<file path="src/rtl/truth_table_sequencer.sv">
// Truth-table sequencer: steps A,B,C through 000..111, samples Y1..Y3
// per vector and compares the captured tables against golden tables.
module truth_table_sequencer #(
  parameter int         SETTLE_CYCLES = 2,
  parameter logic [7:0] EXP_Y1        = 8'hE8,
  parameter logic [7:0] EXP_Y2        = 8'h96,
  parameter logic [7:0] EXP_Y3        = 8'h80
) (
  input  logic       clk,
  input  logic       rst_n,
  input  logic       start,
  input  logic       Y1,
  input  logic       Y2,
  input  logic       Y3,
  output logic       A,
  output logic       B,
  output logic       C,
  output logic       busy,
  output logic       done,
  output logic       pass,
  output logic [3:0] mismatch_count,
  output logic [2:0] first_fail_idx,
  output logic [7:0] tt_y1,
  output logic [7:0] tt_y2,
  output logic [7:0] tt_y3
);

  typedef enum logic [1:0] {
    IDLE,
    DRIVE,
    SAMPLE,
    DONE
  } state_t;

  state_t     state, state_n;
  logic [2:0] idx, idx_n;
  logic [3:0] cnt, cnt_n;
  logic [2:0] abc, abc_n;
  logic       busy_n, done_n, pass_n;
  logic [3:0] mc_n;
  logic [2:0] ffi_n;
  logic [7:0] tt1_n, tt2_n, tt3_n;
  logic       miss;

  assign {A, B, C} = abc;

  assign miss = (Y1 != EXP_Y1[idx])
              | (Y2 != EXP_Y2[idx])
              | (Y3 != EXP_Y3[idx]);

  // Next-state, stimulus and result-update logic
  always_comb begin
    state_n = state;
    idx_n   = idx;
    cnt_n   = cnt;
    abc_n   = abc;
    busy_n  = busy;
    done_n  = 1'b0;
    pass_n  = pass;
    mc_n    = mismatch_count;
    ffi_n   = first_fail_idx;
    tt1_n   = tt_y1;
    tt2_n   = tt_y2;
    tt3_n   = tt_y3;
    unique case (state)
      IDLE: begin
        abc_n  = 3'd0;
        busy_n = 1'b0;
        if (start) begin
          state_n = DRIVE;
          idx_n   = 3'd0;
          cnt_n   = 4'd0;
          busy_n  = 1'b1;
          pass_n  = 1'b0;
          mc_n    = 4'd0;
          ffi_n   = 3'd0;
          tt1_n   = 8'd0;
          tt2_n   = 8'd0;
          tt3_n   = 8'd0;
        end
      end
      DRIVE: begin
        cnt_n = cnt + 4'd1;
        if (cnt == 4'(SETTLE_CYCLES - 1))
          state_n = SAMPLE;
      end
      SAMPLE: begin
        tt1_n[idx] = Y1;
        tt2_n[idx] = Y2;
        tt3_n[idx] = Y3;
        if (miss) begin
          mc_n = mismatch_count + 4'd1;
          if (mismatch_count == 4'd0)
            ffi_n = idx;
        end
        if (idx == 3'd7) begin
          state_n = DONE;
          done_n  = 1'b1;
          busy_n  = 1'b0;
          abc_n   = 3'd0;
          pass_n  = (mc_n == 4'd0);
        end else begin
          state_n = DRIVE;
          idx_n   = idx + 3'd1;
          cnt_n   = 4'd0;
          abc_n   = idx + 3'd1;
        end
      end
      DONE: begin
        state_n = IDLE;
        abc_n   = 3'd0;
        busy_n  = 1'b0;
      end
      default: state_n = IDLE;
    endcase
  end

  // State and registered outputs; reset aborts any run in flight
  always_ff @(posedge clk or negedge rst_n) begin
    if (!rst_n) begin
      state          <= IDLE;
      idx            <= 3'd0;
      cnt            <= 4'd0;
      abc            <= 3'd0;
      busy           <= 1'b0;
      done           <= 1'b0;
      pass           <= 1'b0;
      mismatch_count <= 4'd0;
      first_fail_idx <= 3'd0;
      tt_y1          <= 8'd0;
      tt_y2          <= 8'd0;
      tt_y3          <= 8'd0;
    end else begin
      state          <= state_n;
      idx            <= idx_n;
      cnt            <= cnt_n;
      abc            <= abc_n;
      busy           <= busy_n;
      done           <= done_n;
      pass           <= pass_n;
      mismatch_count <= mc_n;
      first_fail_idx <= ffi_n;
      tt_y1          <= tt1_n;
      tt_y2          <= tt2_n;
      tt_y3          <= tt3_n;
    end
  end

endmodule

</file>
<file path="config.mk">
export PLATFORM = sky130hd
export DESIGN_NAME = truth_table_sequencer
export DESIGN_NICKNAME = d
export VERILOG_FILES = /design/src/rtl/truth_table_sequencer.sv
export SDC_FILE = /design/constraint.sdc
export NUM_CORES = 1
export LEC_CHECK = 0
export ABC_CLOCK_PERIOD_IN_PS = 3100
export CELL_PAD_IN_SITES_DETAIL_PLACEMENT = 0
export CELL_PAD_IN_SITES_GLOBAL_PLACEMENT = 1
export CORE_ASPECT_RATIO = 1.75
export CORE_MARGIN = 1
export CORE_UTILIZATION = 40
export CTS_CLUSTER_SIZE = 40
export DETAILED_ROUTE_END_ITERATION = 10
export GPL_TIMING_DRIVEN = 0
export PLACE_DENSITY = 0.84
export SYNTH_ARGS = -nofsm -noshare
export SYNTH_HDL_FRONTEND = slang
export SYNTH_SLANG_ARGS = --single-unit
</file>
<file path="constraint.sdc">
create_clock -name clk -period 3.1 [get_ports clk]
set_input_delay 0.465 -clock clk [delete_from_list [all_inputs] [get_ports clk]]
set_output_delay 0.465 -clock clk [all_outputs]
set_load 0.1 [all_outputs]
</file>
* Word level (Yosys, flattened, before mapping)
Memory sizes are Yosys's and may differ from the RTL's. Cells that the tools add are included.
Word-level totals: memories kept 3, bits of input ports 6, output and inout port bits 37, memory bits (read-only) 24, bits in registers 46
Memories:
- (no name shown) | words 8, bits a word 1, rd ports 1, clocked after memory_dff 0, write ports 0, RTL line 49 | | (Y3 != EXP_Y3[idx]);
- (no name shown) | words 8, bits a word 1, rd ports 1, clocked after memory_dff 0, write ports 0, RTL line 48 | | (Y2 != EXP_Y2[idx])
- (no name shown) | words 8, bits a word 1, rd ports 1, clocked after memory_dff 0, write ports 0, RTL line 47 | assign miss = (Y1 != EXP_Y1[idx])
Operators by class: reductions and logical operators 16, $lt $le $gt $ge 2, bitwise gates (word level) 2, equal/unequal tests 14, muxes and demuxes 38, $add $sub $neg 3
Operator list (count):
- 8-bit one-hot mux with 2 select lines | 3
- 8-bit bitwise mux | 3
- 3-bit one-hot mux with 2 select lines | 3
- 4-bit two-way mux | 4
- 3-bit two-way mux | 5
- 2-bit != test, second input constant | 6
- 4-bit one-hot mux with 3 select lines | 1
- 1-bit two-way mux | 10
- 3-bit AND reduction | 3
- 4-bit by 1-bit adder with 4-bit output, second input constant | 2
- 4-bit logical NOT | 2
- 8-bit two-way mux | 1
- 2-bit one-hot mux with 4 select lines | 1
- 4-bit one-hot mux with 2 select lines | 1
- 2-bit two-way mux | 3
- 2-bit AND reduction | 3
- 3-bit nonzero test | 2
- 2-bit == test, second input constant | 2
- 4-bit by 1-bit == test with 1-bit output, second input constant | 1
- 3-bit by 4-bit less-than comparator with 1-bit output, second input constant | 1
- 4-bit AND reduction | 1
- 2-bit nonzero test | 2
- 3-bit by 1-bit adder with 3-bit output, second input constant | 1
- 1-bit demux with 3-bit select | 1
- other kinds (10) | 13

* Logic depth before layout (Yosys ltp)
Gate-level depths: netlist of the first run.
depth after elaboration 10, depth in mapped cells 10

* Worst setup path before layout of the first run
Ideal clock, no wire load.
kind register -> register, start register idx[1], end register first_fail_idx[1], clock period less this slack 2.169 ns, arrival 2.043 ns, stages on the path, launching flop included 8, buffers on the path 0, data required time 2.974 ns, slack 0.931 ns, cells stage by stage dfrtp_1 -> ha_1 -> ha_1 -> xor2_1 -> nor4_4 -> nor4_2 -> and3_1 -> a311o_1
On the way: cells in the longest elaborated chain, start to end 7, elaborated cells on any way between the ends 16
RTL lines:
- start, declared | RTL line 36 | logic [2:0] idx, idx_n;
- start signal, assigned | RTL line 135 | idx <= idx_n;
- memory 8 x 1 bit (on tied branches)
- 1-bit two-way mux (on tied branches) | RTL line 47, 48
- 1-bit != test (on tied branches) | RTL line 47, 48
- 1-bit OR | RTL line 48
- 1-bit OR | RTL line 49
- 2-bit != test (no source line)
- 4-bit AND reduction (no source line)
- end signal, assigned | RTL line 142 | first_fail_idx <= ffi_n;
- end, declared | RTL line 22 | output logic [2:0] first_fail_idx,
Parallel ways exist; a longest one is shown, timed or not. The select of a mux whose other input is x is not followed. A chain may end at the register's enable or synchronous reset.

* Final worst setup path of the first run
start register mismatch_count[2], end output mismatch_count[2]
RTL lines:
- start, declared | RTL line 21 | output logic [3:0] mismatch_count,
- start signal, assigned | RTL line 141 | mismatch_count <= mc_n;
No word-level cell between the ends.

==> results of run 1 <==
-- worst min-delay path by stage --
stage               slack (ns)  cells after the start                 end               start
global placement          0.47                      2  abc[1]$_DFFE_PN0P_  abc[1]$_DFFE_PN0P_
floorplan                 0.17                      0  abc[0]$_DFFE_PN0P_               rst_n
finish                    0.18                      1  cnt[0]$_DFFE_PN0P_               rst_n
global route              0.23                      1  cnt[0]$_DFFE_PN0P_               rst_n
CTS                       0.20                      1  cnt[0]$_DFFE_PN0P_               rst_n
detailed placement        0.47                      2  abc[2]$_DFFE_PN0P_  abc[2]$_DFFE_PN0P_
-- registers in the layout (all words and copies together) (netlist names), 2 cells and up --
| register | cells |
|---|---|
| tt_y3 | 8 |
| state | 2 |
| first_fail_idx | 3 |
| idx | 3 |
| tt_y1 | 8 |
| tt_y2 | 8 |
| abc | 3 |
| mismatch_count | 4 |
| cnt | 4 |
-- final cells by class --
class                      instances  area, um^2
fill                             620        3010
multi-input combinational        220        1360
sequential                        46        1150
timing repair buffer              43         443
tap                               80         100
clock buffer                       7        86.3
buffer                            18        71.3
inverter                          13        48.8
clock inverter                     1        5.00
-- per-stage QoR --
step | cell area (um^2) | std cells | hold slack, ns | setup slack (ns)
floorplan | 2630 | 297 | 0.169 | 0.931
global placement | 3150 | 419 | 0.473 | 0.130
detailed placement | 3180 | 420 | 0.473 | 0.653
CTS | 3270 | 428 | 0.199 | 0.659
global route | 3270 | 428 | 0.230 | 0.599
finish | 3270 | 428 | 0.178 | 0.663
-- layer usage --
metal / vias to the layer above / share of wire (%) / track usage [%]
li1: 1151 / - / -
met1: 1113 / 42 / 24.5
met2: 45 / 53 / 38.2
met3: 13 / 2.7 / 2.80
met4: 0 / 2.5 / 10.2
met5: - / 0 / 0
-- cell families (layout without fill, tap and decap cells) --
family                     after synthesis  count (layout)  share of synthesized area [%]
and+or+nand+nor                        108             108                           20.2
AOI/OAI and AO/OA                       92              92                           23.0
DFF                                     46              46                           43.7
muxes                                    2               2                          0.808
adders and majority gates               12              12                           5.70
buffers and inverters                   31              82                           4.56
xor gates and xnor gates                 6               6                           2.00
-- synthesized netlist by cell type (all sizes together), types with 3 or more instances --
master  instances
a21oi          22
a22o           18
a311o           3
and2            3
and3            6
buf             3
clkbuf         15
dfrtp          46
ha             12
inv            13
nand2          46
nand2b          3
nand3           8
nor2           26
nor3            4
o21ai          30
o221ai          8
or3             5
xor2            4
==> impl_metrics.json, run 1 <==
{
  "path_buf_inv": 1,
  "synthToLayoutAreaGrowth_pct": 24.1,
  "grt_pass1_wl_um": 11300,
  "numClockSinks": 46,
  "r2r_slack_ns": 0.76,
  "async_reset_ff_share_pct": 100,
  "grt.total_usage_pct": 21.2,
  "crit_type": "reg2out",
  "maxSlewHeadroom_pct": 34.3,
  "dr_total_vias": 2322,
  "ys_ff_latch": 46,
  "num_antenna_cells": 0,
  "path_cells": "clkdlybuf4s50_1",
  "ios": 43,
  "overflow": 0,
  "max_stage_delay_ns": 1.18,
  "finalHoldViolCount": 0,
  "die_y_um": 109,
  "clk_path_buf_depth": 2,
  "yosysSeqAreaShare_pct": 43.7,
  "maxCapViolations": 0,
  "wl_um": 6890,
  "netlist_area_um2": 2630,
  "slowest_stage": "clkdlybuf4s50_1",
  "cts-root-buf": "clkbuf_8",
  "cts_setup_buffers": 0,
  "synth_cell_type_count": 40,
  "io_buffers": 42,
  "synth_edf_count": 0,
  "start_util_pct": 42.0,
  "final_nets": 365,
  "syn_avg_cell_area_um2": 8.87,
  "coreArea_um2": 6280,
  "period_needed_ns": 2.44,
  "maxSlewViolCount": 0,
  "cp_data_required_time_ns": 2.63,
  "synthDominantCellAreaShare_pct": 43.7,
  "r2r-end": "first_fail_idx[1]$_DFFE_PN0P_",
  "drtIter0Drc": 100,
  "firstDrtPassIters": 5,
  "postRouteAntennaNets": 0,
  "finalSetupTns_ns": 0,
  "netlist_top_cells_area": "dfrtp_1 (44%), nand2_1 (6.6%), a22o_1 (6.0%)",
  "yosysTopAreaCell": "dfrtp_1",
  "clock_latency_ns": 0.31,
  "layout-drive-gt1-share_pct": 5.75,
  "crit_path_end": "mismatch_count[2]",
  "rsz0062_at_grt": "false",
  "grt_max_degree": 26,
  "crit_fanout": 8,
  "status": "complete, no violations",
  "worst-path-stages": 1,
  "post_cts_resized": 0,
  "htree_levels": 2,
  "end_kind": "primary output",
  "drc": 0,
  "grt_pass1_vias": 2314,
  "place_congestion": 0.799,
  "wl_per_cell_um": 16.1,
  "cts_buffers": 5,
  "path_delay_family": "buffers and inverters",
  "chipWidth_um": 63.3,
  "die-area_um2": 6930,
  "avgViaCountPerCell": 5.43,
  "arrival_ns": 1.97,
  "final_cell_mix": "nand2_1 (46), dfrtp_1 (46), clkdlybuf4s50_1 (41)",
  "finalSetupViolCount": 0,
  "antenna_found_initial": 0,
  "utilization_pct": 52.1,
  "worst-r2r-cell-count": 8,
  "synthFlopType": "dfrtp_1",
  "start_kind": "flop",
  "ys_warn_count": 0,
  "startpoint": "mismatch_count[2]$_DFFE_PN0P_",
  "ctsHoldBuffers": 0,
  "cts_tree": "done",
  "num_rows": 38,
  "clkTransAtPathRegs_ns": 0.09,
  "netlist_instances": 297,
  "fin_crit_sh_pct": 78.6,
  "timing.rr.start": "idx[0]$_DFFE_PN0P_",
  "max_freq_mhz": 410,
  "syn_nets": 315,
  "post-dp-hpwl_um": 5050,
  "fin_skew_ns": 0.00621,
  "tightest_slew_ns": 0.982,
  "hold_path.class": "in2async"
}
Power of run 1 is not shown: default switching activity piles up to over one toggle a cycle in this logic, so the estimate is an artifact.
==> run 2, diff against run 1 <==
ABC_CLOCK_PERIOD_IN_PS = 2050   (was 3100)
CORE_UTILIZATION = 36   (was 40)
PLACE_DENSITY = 0.8   (was 0.84)
clock period = 2.05 ns   (was 3.1 ns; I/O delays follow)
==> run 2 against run 1 <==
Against the previous run:
- routed wire length up 6.0%
- final cell count up 3.0%
- flip-flop and latch count unchanged
- first-iteration DRC count down 8.0%
- clock skew up 0.0013 ns
- critical path depth up 6
- core utilization down 2.0 points
- sequential share of layout area down 2.1 points
- critical endpoint is now first_fail_idx[1]$_DFFE_PN0P_
==> impl_metrics.json, run 2 (synthesis gave the netlist of run 1 again) <==
{
  "fin_skew_ns": 0.00749,
  "cp_data_required_time_ns": 2.23,
  "timing.rr.start": "idx[1]$_DFFE_PN0P_",
  "finalSetupViolCount": 0,
  "drtIter0Drc": 92,
  "clk_path_buf_depth": 2,
  "dp.cells": 424,
  "firstDrtPassIters": 4,
  "layout-drive-gt1-share_pct": 12.9,
  "maxCapViolations": 0,
  "wl_um": 7310,
  "coreArea_um2": 6960,
  "chipWidth_um": 66.7,
  "arrival_ns": 2.21,
  "final_cell_mix": "nand2_1 (45), dfrtp_1 (43), dlygate4sd2_1 (36)",
  "num_rows": 40,
  "start_kind": "flop",
  "start_util_pct": 37.9,
  "grt.total_usage_pct": 21.4,
  "place_congestion": 0.758,
  "finalWorstSetupSlack_ns": 0.0204,
  "max_freq_mhz": 493,
  "utilization_pct": 50.1,
  "path_cells": "ha_4 > ha_4 > xor2_2 > and4b_4 > nor4_2 > and3_1 > a311o_1",
  "r2r-end": "first_fail_idx[1]$_DFFE_PN0P_",
  "status": "complete, no violations",
  "hold_path.class": "reg2reg",
  "crit_fanout": 3,
  "cts_tree": "done",
  "max_stage_delay_ns": 0.44,
  "hold_path_end": "abc[1]$_DFFE_PN0P_",
  "finalHoldViolCount": 0,
  "top_regs": "tt_y1 x8, tt_y2 x8, tt_y3 x8",
  "clkTransAtPathRegs_ns": 0.06,
  "post-dp-hpwl_um": 5160,
  "final_nets": 374,
  "final_common_cell": "nand2_1",
  "htree_levels": 2,
  "overflow": 0,
  "maxSlewHeadroom_pct": 35.9,
  "crit_type": "reg2reg",
  "clock_latency_ns": 0.30,
  "num_antenna_cells": 0,
  "worstHoldStart": "abc[1]$_DFFE_PN0P_",
  "r2r_slack_ns": 0.02,
  "whs_path_depth": 2,
  "end_kind": "flop",
  "maxSlewViolCount": 0,
  "crit_top_cell": "ha_4",
  "grt_pass1_vias": 2423,
  "die-area_um2": 7680,
  "io_buffers": 42,
  "dp_slack_ns": -0.288,
  "stdcell_count": 441,
  "tightest_slew_ns": 0.960,
  "numClockSinks": 46,
  "worst-r2r-cell-count": 7,
  "grt_pass1_wl_um": 12200,
  "ios": 43,
  "antenna_found_initial": 0,
  "path_delay_family": "simple AND/OR/NAND/NOR gates",
  "period_needed_ns": 2.03,
  "grt_max_degree": 29,
  "avgViaCountPerCell": 5.49,
  "fillers": 686,
  "path_buf_inv": 0,
  "finalSetupTns_ns": 0,
  "slowest_stage": "dfrtp_2",
  "cts_buffers": 5,
  "rsz0062_at_grt": "true",
  "dr_total_vias": 2422,
  "wl_per_cell_um": 16.6,
  "synthToLayoutAreaGrowth_pct": 32.4,
  "fin_crit_sh_pct": 99.0,
  "cts-root-buf": "clkbuf_16",
  "die_y_um": 115,
  "postRouteAntennaNets": 0,
  "drc": 0
}
## run 2: changes by cell type in the layout (fill, tap and decap cells not counted), moves of 5 or more
| cell | change |
|---|---|
| clkdlybuf4s50_1 | -37 |
| dlygate4sd2_1 | +36 |
| clkbuf_16 | +5 |
| clkbuf_1 | -6 |
| buf_4 | +9 |
## run 2: worst max path at each step
stage | startpoint | to | slack (ns) | depth (start not counted)
floorplan | idx[1]$_DFFE_PN0P_ | first_fail_idx[1]$_DFFE_PN0P_ | 0.003 | 7
global placement | rst_n | idx[1]$_DFFE_PN0P_ | -0.99 | 1
detailed placement | start | tt_y1[6]$_DFFE_PN0P_ | -0.29 | 6
CTS | done$_DFF_PN0_ | done | 0.003 | 1
global route | state[1]$_DFFE_PN0P_ | mismatch_count[1]$_DFFE_PN0P_ | -0.05 | 7
finish | idx[1]$_DFFE_PN0P_ | first_fail_idx[1]$_DFFE_PN0P_ | 0.02 | 7
## run 2: layout make-up
cell class              instances  area (um^2)  share of cell area, %
plain buffers                  17         83.8                   2.40
repair buffers                 53          474                   13.6
clock buffers                   8          166                   4.77
multi-input cells             220         1440                   41.4
inverters                      13         58.8                   1.69
well taps                      84          105                   3.02
flip-flops and latches         46         1150                   33.1
## run 2: metrics by stage
stage | instance area, um^2 | hold slack, ns
after global placement | 3190 | 0.473
after floorplan | 2660 | 0.0119
final | 3490 | 0.483
after detailed placement | 3200 | 0.290
after global routing | 3490 | 0.507
after CTS | 3440 | 0.491
## run 2: what timing repair did
action,CTS,global route
resized for setup,48,13
gates cloned,0,0
hold buffers,1,0
endpoints found under the setup margin,64,37
endpoints found under the hold margin,18,0
setup buffers,7,2
pin swaps,5,4
## run 2: worst min-delay path, stage by stage (launching register included)
cell and delay [ns]:
dfrtp_1 0.34, nand2_1 0.05, o21ai_0 0.06
## run 2: layer usage
| metal | share of wire [%] | up-vias | track usage [%] |
|---|---|---|---|
| met4 | 2.6 | 0 | 8.51 |
| met2 | 54 | 45 | 38.5 |
| met3 | 3.4 | 14 | 3.77 |
| met5 | 0 | - | 0 |
| li1 | - | 1177 | - |
| met1 | 40 | 1186 | 24.3 |
Power of run 2 is left out for the same reason.
==> run 3, diff against run 2 <==
ABC_CLOCK_PERIOD_IN_PS = 1870   (was 2050)
CORE_UTILIZATION = 40   (was 36)
PLACE_DENSITY = 0.84   (was 0.8)
clock period = 1.87 ns   (was 2.05 ns; I/O delays follow)
==> run 3 against run 2 <==
Against the previous run:
- the run now ends with setup timing left
- largest cell class unchanged
- global-route usage up 1.3 points
- highest routed layer unchanged
- worst hold slack worse by 0.067 ns
- maximum frequency down 0.63%
- routed wire length down 0.16%
==> impl_metrics.json, run 3 (synthesis gave the netlist of run 1 again) <==
{
  "finalSetupTns_ns": -1.35,
  "start_kind": "flop",
  "maxSlewHeadroom_pct": 35.7,
  "worst-r2r-cell-count": 7,
  "top_regs": "tt_y1 x8, tt_y2 x8, tt_y3 x8",
  "finalWorstSetupSlack_ns": -0.172,
  "startpoint": "idx[1]$_DFFE_PN0P_",
  "crit_fanout": 4,
  "start_util_pct": 42.0,
  "end_kind": "flop",
  "io_buffers": 42,
  "period_needed_ns": 2.04,
  "avgViaCountPerCell": 5.43,
  "hold_slack_ns": 0.417,
  "layout-drive-gt1-share_pct": 20.4,
  "ios": 43,
  "r2r-end": "first_fail_idx[2]$_DFFE_PN0P_",
  "dr_total_vias": 2399,
  "dp_slack_ns": -0.409,
  "timing.rr.start": "idx[1]$_DFFE_PN0P_",
  "violations": "setup timing",
  "clk_path_buf_depth": 2,
  "final_nets": 379,
  "overflow": 0,
  "fin_crit_sh_pct": 109,
  "path_cells": "ha_4 > ha_4 > xor2_4 > and4b_4 > nor4_4 > and3_1 > a311o_1",
  "maxCapViolations": 0,
  "cp_data_required_time_ns": 2.07,
  "die-area_um2": 6930,
  "clkTransAtPathRegs_ns": 0.10,
  "htree_levels": 2,
  "grt_pass1_vias": 2365,
  "finalHoldViolCount": 0,
  "finalSetupViolCount": 12,
  "wl_um": 7290,
  "num_antenna_cells": 0,
  "status": "complete, but fails checks",
  "cts-root-buf": "clkbuf_8",
  "tightest_slew_ns": 0.968,
  "die_y_um": 109,
  "arrival_ns": 2.25,
  "slowest_stage": "dfrtp_2",
  "crit_type": "reg2reg",
  "final_common_cell": "nand2_1",
  "maxSlewViolCount": 0,
  "num_rows": 38,
  "fin_skew_ns": 0.0101,
  "wl_per_cell_um": 16.5,
  "grt_pass1_wl_um": 12000,
  "max_stage_delay_ns": 0.47,
  "cts_tree": "done",
  "crit_top_cell": "ha_4",
  "hold_path.class": "in2async",
  "coreArea_um2": 6280,
  "postRouteAntennaNets": 0,
  "place_congestion": 0.750,
  "rsz0062_at_grt": "true",
  "drc": 0,
  "drtIter0Drc": 101,
  "r2r_slack_ns": -0.17,
  "max_freq_mhz": 490,
  "firstDrtPassIters": 5,
  "numClockSinks": 46,
  "synthToLayoutAreaGrowth_pct": 35.7,
  "grt_max_degree": 32,
  "final_cell_mix": "nand2_1 (43), dfrtp_1 (41), nor2_1 (25)",
  "grt.total_usage_pct": 22.7,
  "antenna_found_initial": 0,
  "clock_latency_ns": 0.31,
  "post-dp-hpwl_um": 5020,
  "cts_buffers": 5,
  "chipWidth_um": 63.3
}
==> run 3: cell types whose count changed in the layout (fill, tap and decap cells not counted), sizes merged <==
| cell | change |
|---|---|
| clkbuf | +1 |
| dlymetal6s2s | -1 |
| dlygate4sd2 | -24 |
| clkdlybuf4s15 | +20 |
| buf | +6 |
| clkinvlp | +2 |
| bufinv | +1 |
==> run 3: area by class of cell <==
type / instances / area (um^2)
inverter: 13 / 53.8
fill: 611 / 2700
buffer: 17 / 108
sequential: 46 / 1160
clock inverter: 3 / 45.0
multi-input combinational: 220 / 1510
timing repair buffer: 58 / 528
tap: 80 / 100
clock buffer: 5 / 68.8
==> run 3: critical path: cells and delay by family (launching register included) <==
kind,cells,cell delay (ns)
compound gates,1,0.26
xor+xnor,1,0.19
flops,1,0.47
fa+ha+maj,2,0.37
simple gates,3,0.65
==> run 3: worst max path at each step <==
stage,endpoint,slack (ns)
after floorplan,first_fail_idx[1]$_DFFE_PN0P_,-0.10
after global placement,mismatch_count[1]$_DFFE_PN0P_,-1.09
after detailed placement,tt_y1[6]$_DFFE_PN0P_,-0.41
after CTS,first_fail_idx[1]$_DFFE_PN0P_,-0.17
after global routing,first_fail_idx[2]$_DFFE_PN0P_,-0.22
final,first_fail_idx[2]$_DFFE_PN0P_,-0.17
==> run 3: routing by layer <==
layer,vias up,GRT usage (%),part of all wire (%)
met4,0,9.25,1.9
met1,1147,26.2,40
met2,56,41.7,55
met5,-,0,0
li1,1186,-,-
met3,10,3.01,3.2
==> run 3: per-stage QoR <==
stage	instance area (um^2)	util [%]	instances
after floorplan	2730	-	297
after global placement	3250	51.8	419
after detailed placement	3270	52.0	420
after CTS	3520	56.0	440
after global routing	3570	57.0	442
final	3570	57.0	442
==> run 3: what timing repair did <==
| item | in CTS | in global routing |
|---|---|---|
| pin swaps | 17 | 9 |
| endpoints found under the setup margin | 76 | 60 |
| hold buffers | 1 | 0 |
| endpoints found under the hold margin | 15 | 0 |
| buffers inserted | 11 | 4 |
| resized for setup | 68 | 44 |
Power of run 3 is left out for the same reason.
